## config.mk

```make
export PLATFORM = sky130hd
export DESIGN_NAME = arb8_rr
export DESIGN_NICKNAME = d
export VERILOG_FILES = /design/src/rtl/arb8_rr.sv
export SDC_FILE = /design/constraint.sdc
export NUM_CORES = 1
export LEC_CHECK = 0
export BUFFER_PORTS_ARGS = -buffer_cell sky130_fd_sc_hd__buf_4
export CAP_MARGIN = 20
export CORE_ASPECT_RATIO = 1.4
export CORE_MARGIN = 2
export CORE_UTILIZATION = 50
export DETAILED_ROUTE_END_ITERATION = 12
export GPL_TIMING_DRIVEN = 0
export PLACE_DENSITY = 0.75
export SYNTH_ARGS = -nofsm -noshare
export SYNTH_HDL_FRONTEND = slang
export SYNTH_HIERARCHICAL = 1
export SYNTH_SLANG_ARGS = --single-unit
```

## constraint.sdc

```tcl
create_clock -name clk -period 3.2 [get_ports clk]
set_input_delay 0.16 -clock clk [delete_from_list [all_inputs] [get_ports clk]]
set_output_delay 0.16 -clock clk [all_outputs]
set_load 0.05 [all_outputs]
```

## src/rtl/arb8_rr.sv

```systemverilog
// arb8_rr: eight-way round-robin arbiter, registered one-hot grant.
// Macro ARB_TIMEOUT_EN adds a MAX_HOLD tenure limit with a preempt pulse.

// Any-request detector: plain 8-input OR
module _or8way (
  input  logic [7:0] i_in,
  output logic       o_out
);
  assign o_out = |i_in;
endmodule

module arb8_rr #(
  parameter int unsigned MAX_HOLD = 16
) (
  input  logic       clk,
  input  logic       reset,
  input  logic [7:0] req,
  output logic [7:0] grant,
  output logic [2:0] grant_id,
  output logic       grant_valid,
  output logic       any_req,
  output logic       preempt
);
  typedef enum logic {
    IDLE,
    GRANT
  } state_t;

  state_t      r_state;
  logic [7:0]  r_grant;
  logic [2:0]  r_grant_id;
  logic        r_valid;
  logic [2:0]  r_ptr;

  logic        w_any;
  logic [15:0] w_dbl;
  logic [7:0]  w_rot;
  logic [2:0]  w_off;
  logic [2:0]  w_win;
  logic        w_hold;

  if (MAX_HOLD < 2 || MAX_HOLD > 255) begin : g_bad_hold
    $error("arb8_rr: MAX_HOLD must be within 2..255");
  end

  _or8way u_any (
    .i_in  (req),
    .o_out (w_any)
  );

  // Rotate so that bit 0 is the requester at the priority pointer
  assign w_dbl  = {req, req} >> r_ptr;
  assign w_rot  = w_dbl[7:0];
  assign w_win  = w_off + r_ptr;
  assign w_hold = req[r_grant_id];

  // Lowest set bit of the rotated vector is the winner's offset
  always_comb begin
    w_off = 3'd0;
    for (int i = 7; i >= 0; i--) begin
      if (w_rot[i]) w_off = 3'(i);
    end
  end

`ifdef ARB_TIMEOUT_EN
  localparam logic [7:0] HOLD_LAST = 8'(MAX_HOLD - 1);
  logic [7:0] r_cnt;
  logic       r_preempt;
`endif

  // IDLE/GRANT state machine with registered grant outputs
  always_ff @(posedge clk) begin
    if (!reset) begin
      r_state    <= IDLE;
      r_grant    <= 8'd0;
      r_grant_id <= 3'd0;
      r_valid    <= 1'b0;
      r_ptr      <= 3'd0;
`ifdef ARB_TIMEOUT_EN
      r_cnt      <= 8'd0;
      r_preempt  <= 1'b0;
`endif
    end else begin
`ifdef ARB_TIMEOUT_EN
      r_preempt <= 1'b0;
`endif
      unique case (r_state)
        IDLE: begin
          if (w_any) begin
            r_state    <= GRANT;
            r_grant    <= 8'd1 << w_win;
            r_grant_id <= w_win;
            r_valid    <= 1'b1;
            r_ptr      <= w_win + 3'd1;
`ifdef ARB_TIMEOUT_EN
            r_cnt      <= 8'd0;
`endif
          end
        end
        GRANT: begin
          if (!w_hold) begin
            r_state <= IDLE;
            r_grant <= 8'd0;
            r_valid <= 1'b0;
          end
`ifdef ARB_TIMEOUT_EN
          else if (r_cnt == HOLD_LAST) begin
            r_state   <= IDLE;
            r_grant   <= 8'd0;
            r_valid   <= 1'b0;
            r_preempt <= 1'b1;
          end else begin
            r_cnt <= r_cnt + 8'd1;
          end
`endif
        end
      endcase
    end
  end

  assign grant       = r_grant;
  assign grant_id    = r_grant_id;
  assign grant_valid = r_valid;
  assign any_req     = w_any;
`ifdef ARB_TIMEOUT_EN
  assign preempt     = r_preempt;
`else
  assign preempt     = 1'b0;
`endif

endmodule

```

== After elaboration in Yosys (flattened, before gate mapping) ==
Cells that the tools add are included.

* Output and inout bits: 14
* Word-level logic and storage cells: 35
* Bits in registers: 16
* Input bits: 10

* Reduce and logical (&&, ||, !) cells: 3
* Order comparisons: 1
* $add $sub $neg: 2
* Bitwise gates (word level): 1
* Mux-type cells: 19
* Shift-type cells: 2
* Equal/unequal tests: 2

{| class="wikitable"
|+ Operators with widths
! cell !! number
|-
| $mux W3 || 8
|-
| $mux W8 || 2
|-
| $pmux W8 S2 || 1
|-
| $shr A16 B3 Y8 || 1
|-
| $reduce_or A8 Y1 || 1
|-
| $shl A1 B3 Y8 const A || 1
|-
| $mux W1 || 5
|-
| $lt A3 B4 Y1 const B || 1
|-
| $ne A2 B2 Y1 const B || 2
|-
| $pmux W1 S2 || 2
|-
| $reduce_and A2 Y1 || 2
|-
| $add A3 B1 Y3 const B || 1
|-
| $add A3 B3 Y3 || 1
|-
| $bmux W1 S3 || 1
|-
| $not A1 Y1 || 1
|}

== Longest topological paths before layout ==
* Depth in word-level cells: 13
* Depth in mapped cells: 18

== Cells and area by module ==
Netlist, hierarchy kept.

{| class="wikitable"
|+ Modules (own cells, without submodules)
! module !! cells an instance !! area an instance (um2) !! sequential area each (um2) !! times used
|-
| arb8_rr || 162 || 1376.3 || 320.3 || 1
|-
| _or8way || 3 || 16.3 || 0.0 || 1
|}

== Least setup slack after synthesis ==
No wires, ideal clock.

* Path kind: register to register
* Start point: register r_ptr[0]
* End point: register r_ptr[2]
* Period minus slack after synthesis: 3.447 ns
* Cell stages (with the launch flop): 19
* Arrival time: 3.324 ns
* Slack: -0.247 ns
* Cell sequence: dfxtp_1 -> buf_6 -> buf_2 -> mux4_2 -> nand2_1 -> o21ai_1 -> o32ai_1 -> a22oi_1 -> a21oi_1 -> ha_1 -> inv_1 -> fa_1 -> nor2b_1 -> mux2i_1 -> nand3_4 -> inv_2 -> ha_1 -> nand2_1 -> a21boi_0

* Longest elaborated chain between the ends: 11

{| class="wikitable"
|+ Ends and longest elaborated chain
! element !! RTL line !! source
|-
| start, declared || 33 || <nowiki>logic [2:0] r_ptr;</nowiki>
|-
| start signal, assigned || 94 || <nowiki>r_ptr <= w_win + 3'd1;</nowiki>
|-
| $shr A16 B3 Y8 || 52 || <nowiki>assign w_dbl = {req, req} >> r_ptr;</nowiki>
|-
| $mux W3 (8 in a row) || 61 || <nowiki>if (w_rot[i]) w_off = 3'(i);</nowiki>
|-
| $add A3 B3 Y3 (*) || 54 || <nowiki>assign w_win = w_off + r_ptr;</nowiki>
|-
| $add A3 B1 Y3 (*) || 94 ||
|}

Every way passes the cells marked *; elsewhere a longest branch is shown, timed or not.
A chain may end at the register's enable or synchronous reset.

== Worst setup path after layout ==
* Start point: register r_ptr[1]
* End point: register r_ptr[2]

Same word-level chain as after synthesis.

==> flow_metrics.py <==
metrics = {
    "route": {
        "routedWlPerCell_um": 17.5,
        "viasPerCell": 6.33,
        "vias": 1532,
        "drtAntennaViolNets": 0,
        "first_pass_iters": 4,
        "drtIter0Drc": 59,
        "wl_um": 4240,
        "post-route-drc-count": 0,
    },
    "clock_network": {
        "path_clk_slew_ns": 0.09,
        "cts_tree": "yes",
        "clockBufferDepth": 2,
        "holdBufCountCts": 0,
        "cts_made_buffers": 3,
        "worstSkewPairLatency_ns": 0.30,
        "cts_max_level": 1,
        "root_buffer": "clkbuf_4",
        "clkSinkCount": 16,
    },
    "floorplan": {
        "die_w_um": 48.6,
        "io_pins": 24,
        "dieArea_um2": 3230,
        "die_y_um": 66.4,
        "core_um2": 2640,
        "initial_utilization_pct": 52.7,
        "rows": 22,
    },
    "critical_path": {
        "worstPathMaxFanout": 7,
        "crit_path_max_incr_delay_ns": 0.39,
        "crit_type": "flip-flop to flip-flop",
        "required_ns": 3.39,
        "cp-start-kind": "flip-flop",
        "r2r-start": "r_ptr[1]$_SDFFE_PN0P_",
        "worstSetupEndpointType": "flip-flop",
        "crit_chain": "buf_12 > buf_8 > mux2i_1 > nand2_1 > o21a_1 > o32ai_2 > a22oi_2 > a21oi_2 > ha_2 > inv_2 > fa_2 > nor2b_4 > mux2i_4 > nand3_4 > inv_4 > ha_4 > nand2_2 > a21boi_2",
        "slowest_stage": "dfxtp_4",
        "crit_arrival_ns": 3.43,
        "critPathLaunch": "r_ptr[1]$_SDFFE_PN0P_",
        "critPathTopFamily": "adder cells",
        "crit_buf_inv": 4,
    },
    "grt": {
        "overflow": 0,
        "antenna_found_initial": 0,
        "grt_pass1_vias": 1497,
        "grt_max_degree": 11,
        "grt_pass1_wl_um": 6670,
        "grt_use_total_pct": 25.7,
    },
    "final_layout": {
        "areaGrowthSynthToFinish_pct": 42.9,
        "nNetsFinal": 221,
        "finalInstanceArea_um2": 1990,
        "stdcell_count": 242,
        "postLayoutCoreUtil_pct": 75.3,
        "n_antenna_cell": 0,
        "layout-drive-gt1-share_pct": 44.7,
    },
    "timing": {
        "final-max-slew-violation-count": 0,
        "setup_viol": 3,
        "post-route-period-util_pct": 101,
        "finalHoldViolations": 0,
        "setup_ws_ns": -0.0424,
        "period_minus_slack_ns": 3.24,
        "tightest_slew_ns": 0.682,
        "clock_skew_ns": 0.00697,
        "relSlewSlack_pct": 54.4,
        "whs_ns": 0.141,
        "fmax_mhz": 308,
        "rsz0062_at_grt": "true",
    },
    "power": {
        "ir_worst_vdd_mv": 0.687,
        "swShare_pct": 48.5,
        "power.leakage_nw": 0.778,
        "internal-power_mw": 0.976,
        "p_sw_mw": 0.921,
        "pwr-share-comb_pct": 77.1,
        "p_seq_share_pct": 17.3,
        "total_power_mw": 1.90,
        "power_density_nw_per_um2": 953,
        "clkPwrFrac_pct": 5.6,
    },
    "min_path": {
        "min_path_type": "input port to flip-flop",
        "hold_path.startpoint": "reset",
    },
    "synthesis": {
        "yosysTopAreaCell": "dfxtp_1",
        "async_flop_share_pct": 0,
        "yosysSeqAreaShare_pct": 23.0,
        "synth.avg_cell_area_um2": 8.44,
        "syn_nets": 178,
        "ys_seq_elements": 16,
        "synth_cell_types": 56,
        "yosysWarnings": 6,
        "synth_top_area_share_pct": 23.0,
        "synth-edff-count": 0,
        "synth_area_leaders": "dfxtp_1 (23%), mux4_2 (6.5%), nand2_1 (5.9%), mux2i_1 (5.0%), nor2b_1 (4.5%)",
        "mappedNetlistArea_um2": 1390,
        "synthFlopType": "dfxtp_1",
        "syn_inst": 165,
    },
    "run": {
        "cap_violations": 0,
    },
    "place": {
        "postPlaceCellArea_um2": 1620,
        "dp_cells": 223,
        "hpwl_um": 2730,
        "gp_congestion": 0.902,
        "io_buffers": 22,
    },
    "status": {
        "outcome": "finished with violations",
        "violations": "setup timing",
    },
}
layout by cell type, fill, tap and decap left out, drive strengths merged, types with 8 or more instances in the layout:
cell type   n
nand2      22
clkbuf      8
dfxtp      16
nand3       8
nor2        8
a21oi       8
buf        43
mux2i       8
nor2b      10
registers in the layout, indices dropped and copies added (netlist names):
signal,flops
grant,8
grant_id,3
grant_valid,1
r_ptr,3
r_state,1
kinds of logic (layout without fill, tap and decap cells):
kind of cell,after synthesis,after routing,share of synthesized area (%)
simple gates,67,67,25.2
mux,17,17,16.5
fa+ha+maj,3,3,3.23
other cells,1,1,0.269
compound gates,47,47,27.0
buf+inv,14,55,4.85
flops,16,16,23.0
cell usage after synthesis, types with 4 or more instances:
cell type	n
o21ai_0	4
nand3_1	7
nand2_1	22
mux2i_1	7
a21oi_1	7
dfxtp_1	16
nor2_1	8
nand2b_1	4
nor2b_1	10
mux4_2	4
mux2_2	5
clkbuf_1	5
power by group through the flow:
stage          clock network (mW)  registers, mW  logic [mW]
2_1_floorplan                   0          0.447       0.660
3_3_place_gp                    0          0.309        1.01
3_5_place_dp                    0          0.312        1.03
4_1_cts                     0.105          0.315        1.24
5_1_grt                     0.114          0.335        1.55
6_report                    0.107          0.328        1.46
layout make-up:
type                            count  area [um2]
Multi-Input combinational cell    135        1200
Inverter                            4        17.5
Sequential cell                    16         328
Timing Repair Buffer               39         304
Tap cell                           36        45.0
Fill cell                         193         652
Clock buffer                        3        22.5
Buffer                              9        77.6
repair_timing:
action                     in CTS  in global routing
cloned                          0                  0
setup endpoints to repair      11                 11
pin swaps                       8                 14
resized for setup              21                 34
setup buffers                  12                  5
per-stage QoR:
| stage | worst slack, ns | setup TNS (ns) |
|---|---|---|
| finish | -0.0424 | -0.0635 |
| global route | -0.147 | -0.911 |
| CTS | -0.193 | -1.35 |
| detailed placement | -0.482 | -2.40 |
| global placement | -0.436 | -1.89 |
| floorplan | -0.0390 | -0.0390 |
layer usage:
layer / vias up / global-route usage, % / share of wire, %
met5: - / 0 / 0
li1: 699 / - / -
met3: 18 / 1.58 / 5.2
met4: 0 / 9.29 / 3.4
met2: 78 / 53.3 / 56
met1: 737 / 26.5 / 36
worst paths after layout:
kind | depth (start not counted) | slack, ns | end
worst min register to register | 1 | 0.46 | grant[1]$_SDFFE_PN0P_
worst max register to register | 18 | -0.04 | r_ptr[2]$_SDFFE_PN0P_
worst max-delay path | 18 | -0.04 | r_ptr[2]$_SDFFE_PN0P_
worst min-delay path | 3 | 0.14 | r_state$_SDFF_PN0_
worst reg2reg max path, stage by stage (launching register included):
cell and delay (ns):
dfxtp_4 0.39, buf_12 0.14, buf_8 0.11, mux2i_1 0.23
nand2_1 0.10, o21a_1 0.12, o32ai_2 0.27, a22oi_2 0.12
a21oi_2 0.15, ha_2 0.20, inv_2 0.04, fa_2 0.39
nor2b_4 0.17, mux2i_4 0.19, nand3_4 0.13, inv_4 0.08
ha_4 0.19, nand2_2 0.05, a21boi_2 0.06
Power figures use the tool's default switching activity.
